`config.mk`:
```
export PLATFORM = sky130hd
export DESIGN_NAME = bram_stream_mac
export DESIGN_NICKNAME = d
export VERILOG_FILES = /design/src/rtl/bram_stream_mac_pkg.sv /design/src/rtl/bram_stream_mac_hist.sv /design/src/rtl/bram_stream_mac.sv
export SDC_FILE = /design/constraint.sdc
export NUM_CORES = 1
export LEC_CHECK = 0
export ABC_AREA = 1
export CORE_ASPECT_RATIO = 0.75
export CORE_MARGIN = 2
export CORE_UTILIZATION = 69
export CTS_BUF_LIST = sky130_fd_sc_hd__clkbuf_4 sky130_fd_sc_hd__clkbuf_8
export DETAILED_ROUTE_END_ITERATION = 10
export PLACE_DENSITY = 0.88
export SLEW_MARGIN = 40
export SYNTH_ARGS = -nofsm -noshare
export SYNTH_HDL_FRONTEND = slang
export SYNTH_SLANG_ARGS = --single-unit
```
`constraint.sdc`:
```
create_clock -name clk -period 9.1 [get_ports clk]
set_input_delay 2.275 -clock clk [delete_from_list [all_inputs] [get_ports clk]]
set_output_delay 2.275 -clock clk [all_outputs]
set_load 0.02 [all_outputs]
```
`src/rtl/bram_stream_mac_pkg.sv`:
```
// Shared types and width constants for the BRAM-readback stream MAC.
package bram_stream_mac_pkg;

    typedef enum logic {
        ST_IDLE  = 1'b0,
        ST_ACCUM = 1'b1
    } state_e;

    localparam int DEF_DATA_W  = 8;
    localparam int DEF_COEF_W  = 18;
    localparam int PROD_W      = DEF_DATA_W + DEF_COEF_W;
    localparam int FRAME_CNT_W = 16;

    function automatic int prod_width(input int data_w, input int coef_w);
        return data_w + coef_w;
    endfunction

endpackage

```
`src/rtl/bram_stream_mac_hist.sv`:
```
// Frame-result history: one write port, one registered read-first read port.
module bram_stream_mac_hist #(
    parameter int AW = 4,
    parameter int DW = 40
) (
    input  logic          clk,
    input  logic          rst_n,
    input  logic          we,
    input  logic [AW-1:0] waddr,
    input  logic [DW-1:0] wdata,
    input  logic          ren,
    input  logic [AW-1:0] raddr,
    output logic [DW-1:0] rdata
);

    logic [DW-1:0] mem [2**AW];
    logic [DW-1:0] rdata_d, rdata_q;

    // Array kept free of reset so it maps onto block RAM.
    always_ff @(posedge clk) begin
        if (we) mem[waddr] <= wdata;
    end

    always_comb begin
        rdata_d = rdata_q;
        if (ren) rdata_d = mem[raddr];
    end

    always_ff @(posedge clk or negedge rst_n) begin
        if (!rst_n) rdata_q <= '0;
        else        rdata_q <= rdata_d;
    end

    assign rdata = rdata_q;

endmodule

```
`src/rtl/bram_stream_mac.sv`:
```
// Pipelined multiply-accumulate over fixed-length frames of a byte stream,
// logging each frame sum into a small history RAM.
module bram_stream_mac
    import bram_stream_mac_pkg::*;
#(
    parameter int DATA_W    = DEF_DATA_W,
    parameter int COEF_W    = DEF_COEF_W,
    parameter int ACC_W     = 40,
    parameter int FRAME_LEN = 5,
    parameter int HIST_AW   = 4
) (
    input  logic                   clk,
    input  logic                   reset,
    input  logic                   clear,
    input  logic                   din_valid,
    input  logic [DATA_W-1:0]      din,
    input  logic [COEF_W-1:0]      coef,
    input  logic                   hist_ren,
    input  logic [HIST_AW-1:0]     hist_raddr,
    output logic [ACC_W-1:0]       hist_dout,
    output logic [ACC_W-1:0]       acc_out,
    output logic                   acc_valid,
    output logic [FRAME_CNT_W-1:0] frame_cnt,
    output logic                   overflow,
    output logic                   busy
);

    localparam int PW = prod_width(DATA_W, COEF_W);

    logic [DATA_W-1:0]      din_s1_d, din_s1_q;
    logic [COEF_W-1:0]      coef_s1_d, coef_s1_q;
    logic                   v_s1_d, v_s1_q;
    logic [PW-1:0]          p_d, p_q;
    logic                   v_s2_d, v_s2_q;
    state_e                 state_d, state_q;
    logic [ACC_W-1:0]       acc_d, acc_q;
    logic [15:0]            scnt_d, scnt_q;
    logic [HIST_AW-1:0]     wptr_d, wptr_q;
    logic [FRAME_CNT_W-1:0] frame_cnt_d, frame_cnt_q;
    logic [ACC_W-1:0]       acc_out_d, acc_out_q;
    logic                   acc_valid_d, acc_valid_q;
    logic                   ovf_d, ovf_q;

    logic [ACC_W:0]         sum;
    logic [15:0]            new_cnt;
    logic                   hist_we;

    // Stages 1 and 2 stay free of control so the DSP sees registered operands and product.
    always_comb begin
        din_s1_d  = din;
        coef_s1_d = coef;
        v_s1_d    = din_valid & ~clear;
        p_d       = PW'(din_s1_q) * PW'(coef_s1_q);
        v_s2_d    = v_s1_q & ~clear;
    end

    always_comb begin
        state_d     = state_q;
        acc_d       = acc_q;
        scnt_d      = scnt_q;
        wptr_d      = wptr_q;
        frame_cnt_d = frame_cnt_q;
        acc_out_d   = acc_out_q;
        acc_valid_d = 1'b0;
        ovf_d       = ovf_q;
        hist_we     = 1'b0;

        // In IDLE the sample starts a new frame, so the running sum is ignored.
        sum     = {1'b0, (state_q == ST_ACCUM) ? acc_q : '0} + (ACC_W+1)'(p_q);
        new_cnt = (state_q == ST_ACCUM) ? scnt_q + 16'd1 : 16'd1;

        if (clear) begin
            state_d     = ST_IDLE;
            acc_d       = '0;
            scnt_d      = '0;
            wptr_d      = '0;
            frame_cnt_d = '0;
            ovf_d       = 1'b0;
        end else if (v_s2_q) begin
            ovf_d = ovf_q | sum[ACC_W];
            if (new_cnt == 16'(FRAME_LEN)) begin
                acc_out_d   = sum[ACC_W-1:0];
                acc_valid_d = 1'b1;
                hist_we     = 1'b1;
                wptr_d      = wptr_q + 1'b1;
                frame_cnt_d = frame_cnt_q + 1'b1;
                acc_d       = '0;
                scnt_d      = '0;
                state_d     = ST_IDLE;
            end else begin
                acc_d   = sum[ACC_W-1:0];
                scnt_d  = new_cnt;
                state_d = ST_ACCUM;
            end
        end
    end

    always_ff @(posedge clk or negedge reset) begin
        if (!reset) begin
            din_s1_q    <= '0;
            coef_s1_q   <= '0;
            v_s1_q      <= 1'b0;
            p_q         <= '0;
            v_s2_q      <= 1'b0;
            state_q     <= ST_IDLE;
            acc_q       <= '0;
            scnt_q      <= '0;
            wptr_q      <= '0;
            frame_cnt_q <= '0;
            acc_out_q   <= '0;
            acc_valid_q <= 1'b0;
            ovf_q       <= 1'b0;
        end else begin
            din_s1_q    <= din_s1_d;
            coef_s1_q   <= coef_s1_d;
            v_s1_q      <= v_s1_d;
            p_q         <= p_d;
            v_s2_q      <= v_s2_d;
            state_q     <= state_d;
            acc_q       <= acc_d;
            scnt_q      <= scnt_d;
            wptr_q      <= wptr_d;
            frame_cnt_q <= frame_cnt_d;
            acc_out_q   <= acc_out_d;
            acc_valid_q <= acc_valid_d;
            ovf_q       <= ovf_d;
        end
    end

    bram_stream_mac_hist #(
        .AW (HIST_AW),
        .DW (ACC_W)
    ) u_hist (
        .clk   (clk),
        .rst_n (reset),
        .we    (hist_we),
        .waddr (wptr_q),
        .wdata (acc_out_d),
        .ren   (hist_ren),
        .raddr (hist_raddr),
        .rdata (hist_dout)
    );

    assign acc_out   = acc_out_q;
    assign acc_valid = acc_valid_q;
    assign frame_cnt = frame_cnt_q;
    assign overflow  = ovf_q;
    assign busy      = v_s1_q | v_s2_q | (state_q == ST_ACCUM);

endmodule

```
==> results of run 1 <==
-- cells by family (layout without fill, tap and decap cells) --
group | after synthesis | in the layout | synth area share (%)
AO/OA/AOI/OAI | 673 | 673 | 9.69
XOR/XNOR | 54 | 54 | 1.16
flip-flops | 853 | 853 | 60.3
buffers and inverters | 713 | 894 | 6.70
adder cells (fa/ha/maj) | 175 | 175 | 7.17
AND/OR/NAND/NOR | 1485 | 1485 | 14.9
-- metrics by stage --
stage          power, mW  area [µm²]
2_1_floorplan       5.66       40700
3_3_place_gp        6.15       42600
3_5_place_dp        6.20       42600
4_1_cts             9.20       45000
5_1_grt             9.63       45100
6_report            9.26       45100
-- routing by layer --
| metal | wire (µm) | vias to the layer above | track usage, % |
|---|---|---|---|
| met4 | 4000 | 0 | 14.1 |
| met1 | 40200 | 14300 | 50.3 |
| met3 | 13700 | 340 | 7.22 |
| met5 | 0 | - | 0 |
| met2 | 48300 | 2280 | 53.1 |
| li1 | - | 13500 | - |
-- final timing paths --
path	start	endpoint	slack, ps
worst max-delay path	state_q	busy	4110
worst min-delay path	acc_q[35]	acc_q[35]	480
worst max register to register	din_s1_q[3]	p_q[18]	4170
worst min register to register	acc_q[35]	acc_q[35]	480
max in group asynchronous	reset	acc_q[33]	6380
min in group asynchronous	reset	coef_s1_q[14]	1410
-- sequential cells by signal, indices dropped and copies added (netlist names), 4 cells and up --
signal and cells:
u_hist.mem 640, acc_out 40, acc_q 40, u_hist.rdata 40
p_q 26, coef_s1_q 18, frame_cnt 16, scnt_q 16
din_s1_q 8, wptr_q 4
-- worst register-to-register path, stage by stage, from the launching register on --
cell and delay, ps:
dfrtp_1 830, nand2_1 160, fa_1 520, fa_1 540, inv_1 50, fa_1 470
inv_1 50, fa_1 480, inv_1 50, ha_1 350, a21oi_1 210, a21boi_0 300
o21ai_0 200, a21oi_1 280, o21ai_0 150, xor2_1 180
-- power groups by stage --
stage	logic, mW	clock network (mW)	registers, mW
6_report	1.85	3.07	4.34
5_1_grt	2.05	3.24	4.34
4_1_cts	1.80	3.07	4.33
3_5_place_dp	1.79	0	4.41
3_3_place_gp	1.74	0	4.41
2_1_floorplan	1.28	0	4.38
-- cell usage after synthesis (35+ instances only) --
master,count,share of area [%]
a21oi_1,45,0.55
a31oi_1,43,0.66
clkbuf_1,170,1.6
dfrtp_1,213,13
edfxtp_1,640,47
fa_1,97,4.8
ha_1,78,2.4
inv_1,496,4.6
nand2_1,714,6.6
nand3_1,142,1.7
nand4_1,45,0.69
nor2_1,520,4.8
o21ai_0,381,4.7
o221ai_1,110,2.4
o22ai_1,53,0.81
xor2_1,35,0.75
-- cells in the final DEF, fill, tap and decap left out, types with 53 or more instances in the layout --
cell             Yosys  layout
nand2_1            714     713
edfxtp_1           640     640
nor2_1             520     503
inv_1              496     493
o21ai_0            381     381
dfrtp_1            213     212
nand3_1            142     142
clkdlybuf4s50_1      0     128
clkbuf_8             0     124
o221ai_1           110     110
fa_1                97      97
ha_1                78      78
o22ai_1             53      53
-- final cells by class --
| class | instances | area [µm²] |
|---|---|---|
| multi-input combinational | 2387 | 13500 |
| inverter | 503 | 1910 |
| clock buffer | 167 | 2020 |
| clock inverter | 58 | 424 |
| tap | 790 | 988 |
| timing repair buffer | 166 | 1640 |
| sequential | 853 | 24500 |
| fill | 3592 | 13500 |
==> results.cfg, run 1 <==
[detailed_routing]
num_vias = 30400
drc = 0
route.detailed.wl_per_inst_um = 21.6
viasPerCell = 6.18
wl_um = 106000
drt_iter0_drc = 4347
ant_nets = 0
first_pass_iters = 8

[sta]
finalClockSkew_ps = 37.3
min_period_ps = 4990
hold_ws_ps = 483
tightestPinTransition_ps = 948
finalCritPeriodShare_pct = 54.8
layout_setup_ws_ps = 4110
rsz0062_at_grt = no
hold_viol = 0
slew_viol_final = 0
finalSetupViolations = 0
timing.fmax_mhz = 200
max_slew_margin_pct = 36.8
setup_tns_ps = 0

[setup_path]
required_ps = 6830
cp-end-kind = output pin
worst_path_max_delay_cell = dfrtp_2
reg2reg_depth = 15
arrival_ps = 2710
path_cells = buf_4 -> inv_1 -> nand3_1 -> clkdlybuf4s50_1
critPathMaxStageDelay_ps = 610
cp_max_fo = 41
critical_path.top_delay_family = buffers and inverters
critical_path_depth = 4
critical_path_class = reg -> out
crit_buf_inv = 3
crit_path_start_kind = flop

[synthesis]
synth_nets = 4163
synth.distinct_cells = 43
synth-edff-count = 640
synth-seq-area-share_pct = 60.3
ys.flop_type = edfxtp_1
ys_ff_latch = 853
syn_area_um2 = 40700
syn_avg_cell_area_um2 = 10.3
yosysWarnings = 0
synthCells = 3953
async_reset_ff_share_pct = 25.0

[clocking]
cts_buffers = 118
clkLatencyLatePin_ps = 770
cts.sinks = 853
htreeDepth = 3
hold_buffers = 0
postCtsSetupRepairBufs = 0
tritoncts = done
cts_resized = 0
path_clk_slew_ps = 60
root_buffer = clkbuf_8
clock_path_buffers = 3

[die]
num_io_pins = 134
design.die.area_um2 = 61000
initial_core_util_pct = 69.5
rows = 77
die_h_um = 214
core-area_um2 = 58600
chipWidth_um = 284

[layout]
fin_nets = 4239
final_core_utilization_pct = 76.9
fin_cells = 4924
synthToLayoutAreaGrowth_pct = 10.8
layout-drive-gt1-share_pct = 6.70
diodes = 0

[power_and_ir_drop]
p_switching_mw = 2.77
switching_share_pct = 29.9
power_frac_clock_pct = 33.1
peakVddDrop_v = 0.000159
power_per_cell_area_nw_per_um2 = 205
seqPwrFrac_pct = 46.9
power.share.combinational_pct = 20.0
intPower_mw = 6.49
p_leak_nw = 20.1

[worst_hold_path]
hold_path_class = reg -> reg
hold_depth = 2

[global_routing]
grt_pass1_wl_um = 164000
grt_usage_pct = 35.0
first_global_vias = 29600
antenna_found_initial = 0
grt_max_degree = 210
grt-ovfl-total = 0

[placed_design]
portBuffers = 133
dp_slack_ps = 3800
dpl.hpwl_um = 61500
gp_congestion = 0.995
dp_cells = 4698

[run_status]
status = completed

[run]
cap_violations = 0
Power figures use the tool's default switching activity.
==> run 2, diff against run 1 <==
--- a/config.mk
+++ b/config.mk
@@ -8,10 +8,10 @@
 export ABC_AREA = 1
 export CORE_ASPECT_RATIO = 0.75
 export CORE_MARGIN = 2
-export CORE_UTILIZATION = 69
+export CORE_UTILIZATION = 64
 export CTS_BUF_LIST = sky130_fd_sc_hd__clkbuf_4 sky130_fd_sc_hd__clkbuf_8
 export DETAILED_ROUTE_END_ITERATION = 10
-export PLACE_DENSITY = 0.88
+export PLACE_DENSITY = 0.83
 export SLEW_MARGIN = 40
 export SYNTH_ARGS = -nofsm -noshare
 export SYNTH_HDL_FRONTEND = slang
==> constraint.sdc (replaced) <==
create_clock -name clk -period 4.9 [get_ports clk]
set_input_delay 1.225 -clock clk [delete_from_list [all_inputs] [get_ports clk]]
set_output_delay 1.225 -clock clk [all_outputs]
set_load 0.02 [all_outputs]
==> run 2 against run 1 <==
Net effect: sequential cell count stayed put; first-iteration DRC count is 24% lower; largest power group unchanged; core utilization is 4.7 points lower; worst setup slack worse by 3800 ps; wire length is 0.51% lower; global-route usage is 2.4 points lower; register-to-register slack worse by 3900 ps; combinational power is 85% higher; die area is 7.7% higher; final cell count is 2.2% higher; sequential power is 85% higher.
==> results.cfg, run 2 (same netlist as run 1, synthesis figures left out) <==
[global_routing]
grt_pass1_wl_um = 163000
grt_usage_pct = 32.6
first_global_vias = 28800
grt_max_degree = 187
antenna_found_initial = 2
grt-ovfl-total = 0

[sta]
finalSetupViolations = 0
rsz0062_at_grt = no
layout_setup_ws_ps = 309
min_period_ps = 4590
max_slew_margin_pct = 40.5
hold_ws_ps = 293
tightestPinTransition_ps = 893
finalCritPeriodShare_pct = 93.7
setup_tns_ps = 0
timing.fmax_mhz = 218
finalClockSkew_ps = 50.6
slew_viol_final = 0
hold_viol = 0

[layout]
regArea_um2 = 24600
multi_input_area_um2 = 13500
top_register = u_hist.mem
synthToLayoutAreaGrowth_pct = 12.3
layout_common_cells = nand2_1, edfxtp_1, nor2_1, inv_1, o21ai_0
fin_nets = 4276
largest_reg_flops = 640
fillCellCount = 4316
final_common_cell = nand2_1
layout-drive-gt1-share_pct = 7.60
diodes = 0

[setup_path]
arrival_ps = 5210
cp_max_fo = 8
r2r-end = p_q[18]
worst_path_max_delay_cell = fa_1
reg2reg_depth = 15
critPathMaxStageDelay_ps = 560
critical_path_depth = 15
r2r_start = coef_s1_q[5]
critical_path.top_delay_family = adder cells
r2r_setup_slack_ps = 310
path_cells = nand2_1 -> fa_1 -> fa_1 -> inv_1 -> fa_1 -> inv_1 -> fa_1 -> inv_1 -> ha_1 -> a21oi_1 -> a21boi_0 -> o21ai_0 -> a21oi_1 -> o21ai_0 -> xor2_1
required_ps = 5510
crit_top_cell = fa_1
crit_buf_inv = 3
critical_path_class = reg -> reg
cp-end-kind = flop
crit_path_start_kind = flop

[clocking]
cts.sinks = 853
tritoncts = done
cts_buffers = 119
root_buffer = clkbuf_8
htreeDepth = 3
hold_buffers = 0
clock_path_buffers = 3
postCtsSetupRepairBufs = 0
path_clk_slew_ps = 80
clkLatencyLatePin_ps = 780

[detailed_routing]
viasPerCell = 5.94
first_pass_iters = 6
drt_iter0_drc = 3314
wl_um = 106000
num_vias = 29900
drc = 0
ant_nets = 0
route.detailed.wl_per_inst_um = 21.0

[worst_hold_path]
hold_path_class = in -> async

[die]
die_h_um = 222
design.die.area_um2 = 65600
core-area_um2 = 63300
initial_core_util_pct = 64.3
rows = 80
num_io_pins = 134
chipWidth_um = 295

[run_status]
status = completed

[power_and_ir_drop]
p_leak_nw = 20.4
peakVddDrop_v = 0.000254
power_per_cell_area_nw_per_um2 = 378

[placed_design]
gp_congestion = 0.950
dp_slack_ps = 283
dpl.hpwl_um = 65300
portBuffers = 133

[run]
cap_violations = 0
## run 2: cell count changes in the layout (fill, tap and decap cells not counted), sizes merged
cell | before | now
buf | 37 | 73
clkinvlp | 2 | 1
clkinv | 45 | 48
clkbuf | 168 | 167
bufinv | 5 | 6
## run 2: area by class of cell
cell class / count / share of cell area (%)
flip-flops and latches: 853 / 53.7
multi-input cells: 2387 / 29.6
inverters: 503 / 4.16
clock buffers: 166 / 4.51
well taps: 861 / 2.36
clock inverters: 61 / 1.04
repair buffers: 202 / 4.57
## run 2: worst max-delay path by stage
stage | start | endpoint | slack (ps)
after global placement | din_s1_q[2] | p_q[18] | 360
after floorplan | din_s1_q[2] | p_q[18] | 350
after detailed placement | din_s1_q[2] | p_q[21] | 280
after global routing | coef_s1_q[5] | p_q[20] | 20
after CTS | din_s1_q[2] | p_q[21] | 230
final | coef_s1_q[5] | p_q[18] | 310
## run 2: repair_timing
item,CTS,global route
setup endpoints to repair,0,3
endpoints found under the hold margin,0,0
resized for setup,0,3
## run 2: where the power goes
group	internal [mW]	switching [mW]	total, mW
Sequential	7.88	0.160	8.04
Clock	3.06	2.76	5.82
Combinational	1.24	2.20	3.43
## run 2: layer usage
metal	global-route usage (%)	wire [µm]	share of wire, %	vias up
li1	-	-	-	13600
met1	47.4	42600	40	14300
met2	48.8	47900	45	1834
met3	6.35	11500	11	233
met4	13.1	3710	3.5	4
met5	0	25	0.024	-
## run 2: per-stage QoR
| stage | area, µm² | total power, mW | utilization, % | std cells |
|---|---|---|---|---|
| final | 45700 | 17.3 | 72.2 | 5033 |
| after global routing | 45700 | 18.0 | 72.2 | 5033 |
| after CTS | 45700 | 17.3 | 72.2 | 5032 |
| after detailed placement | 43100 | 11.5 | 68.2 | 4805 |
| after global placement | 43100 | 11.5 | 68.2 | 4805 |
| after floorplan | 40700 | 10.5 | - | 3953 |
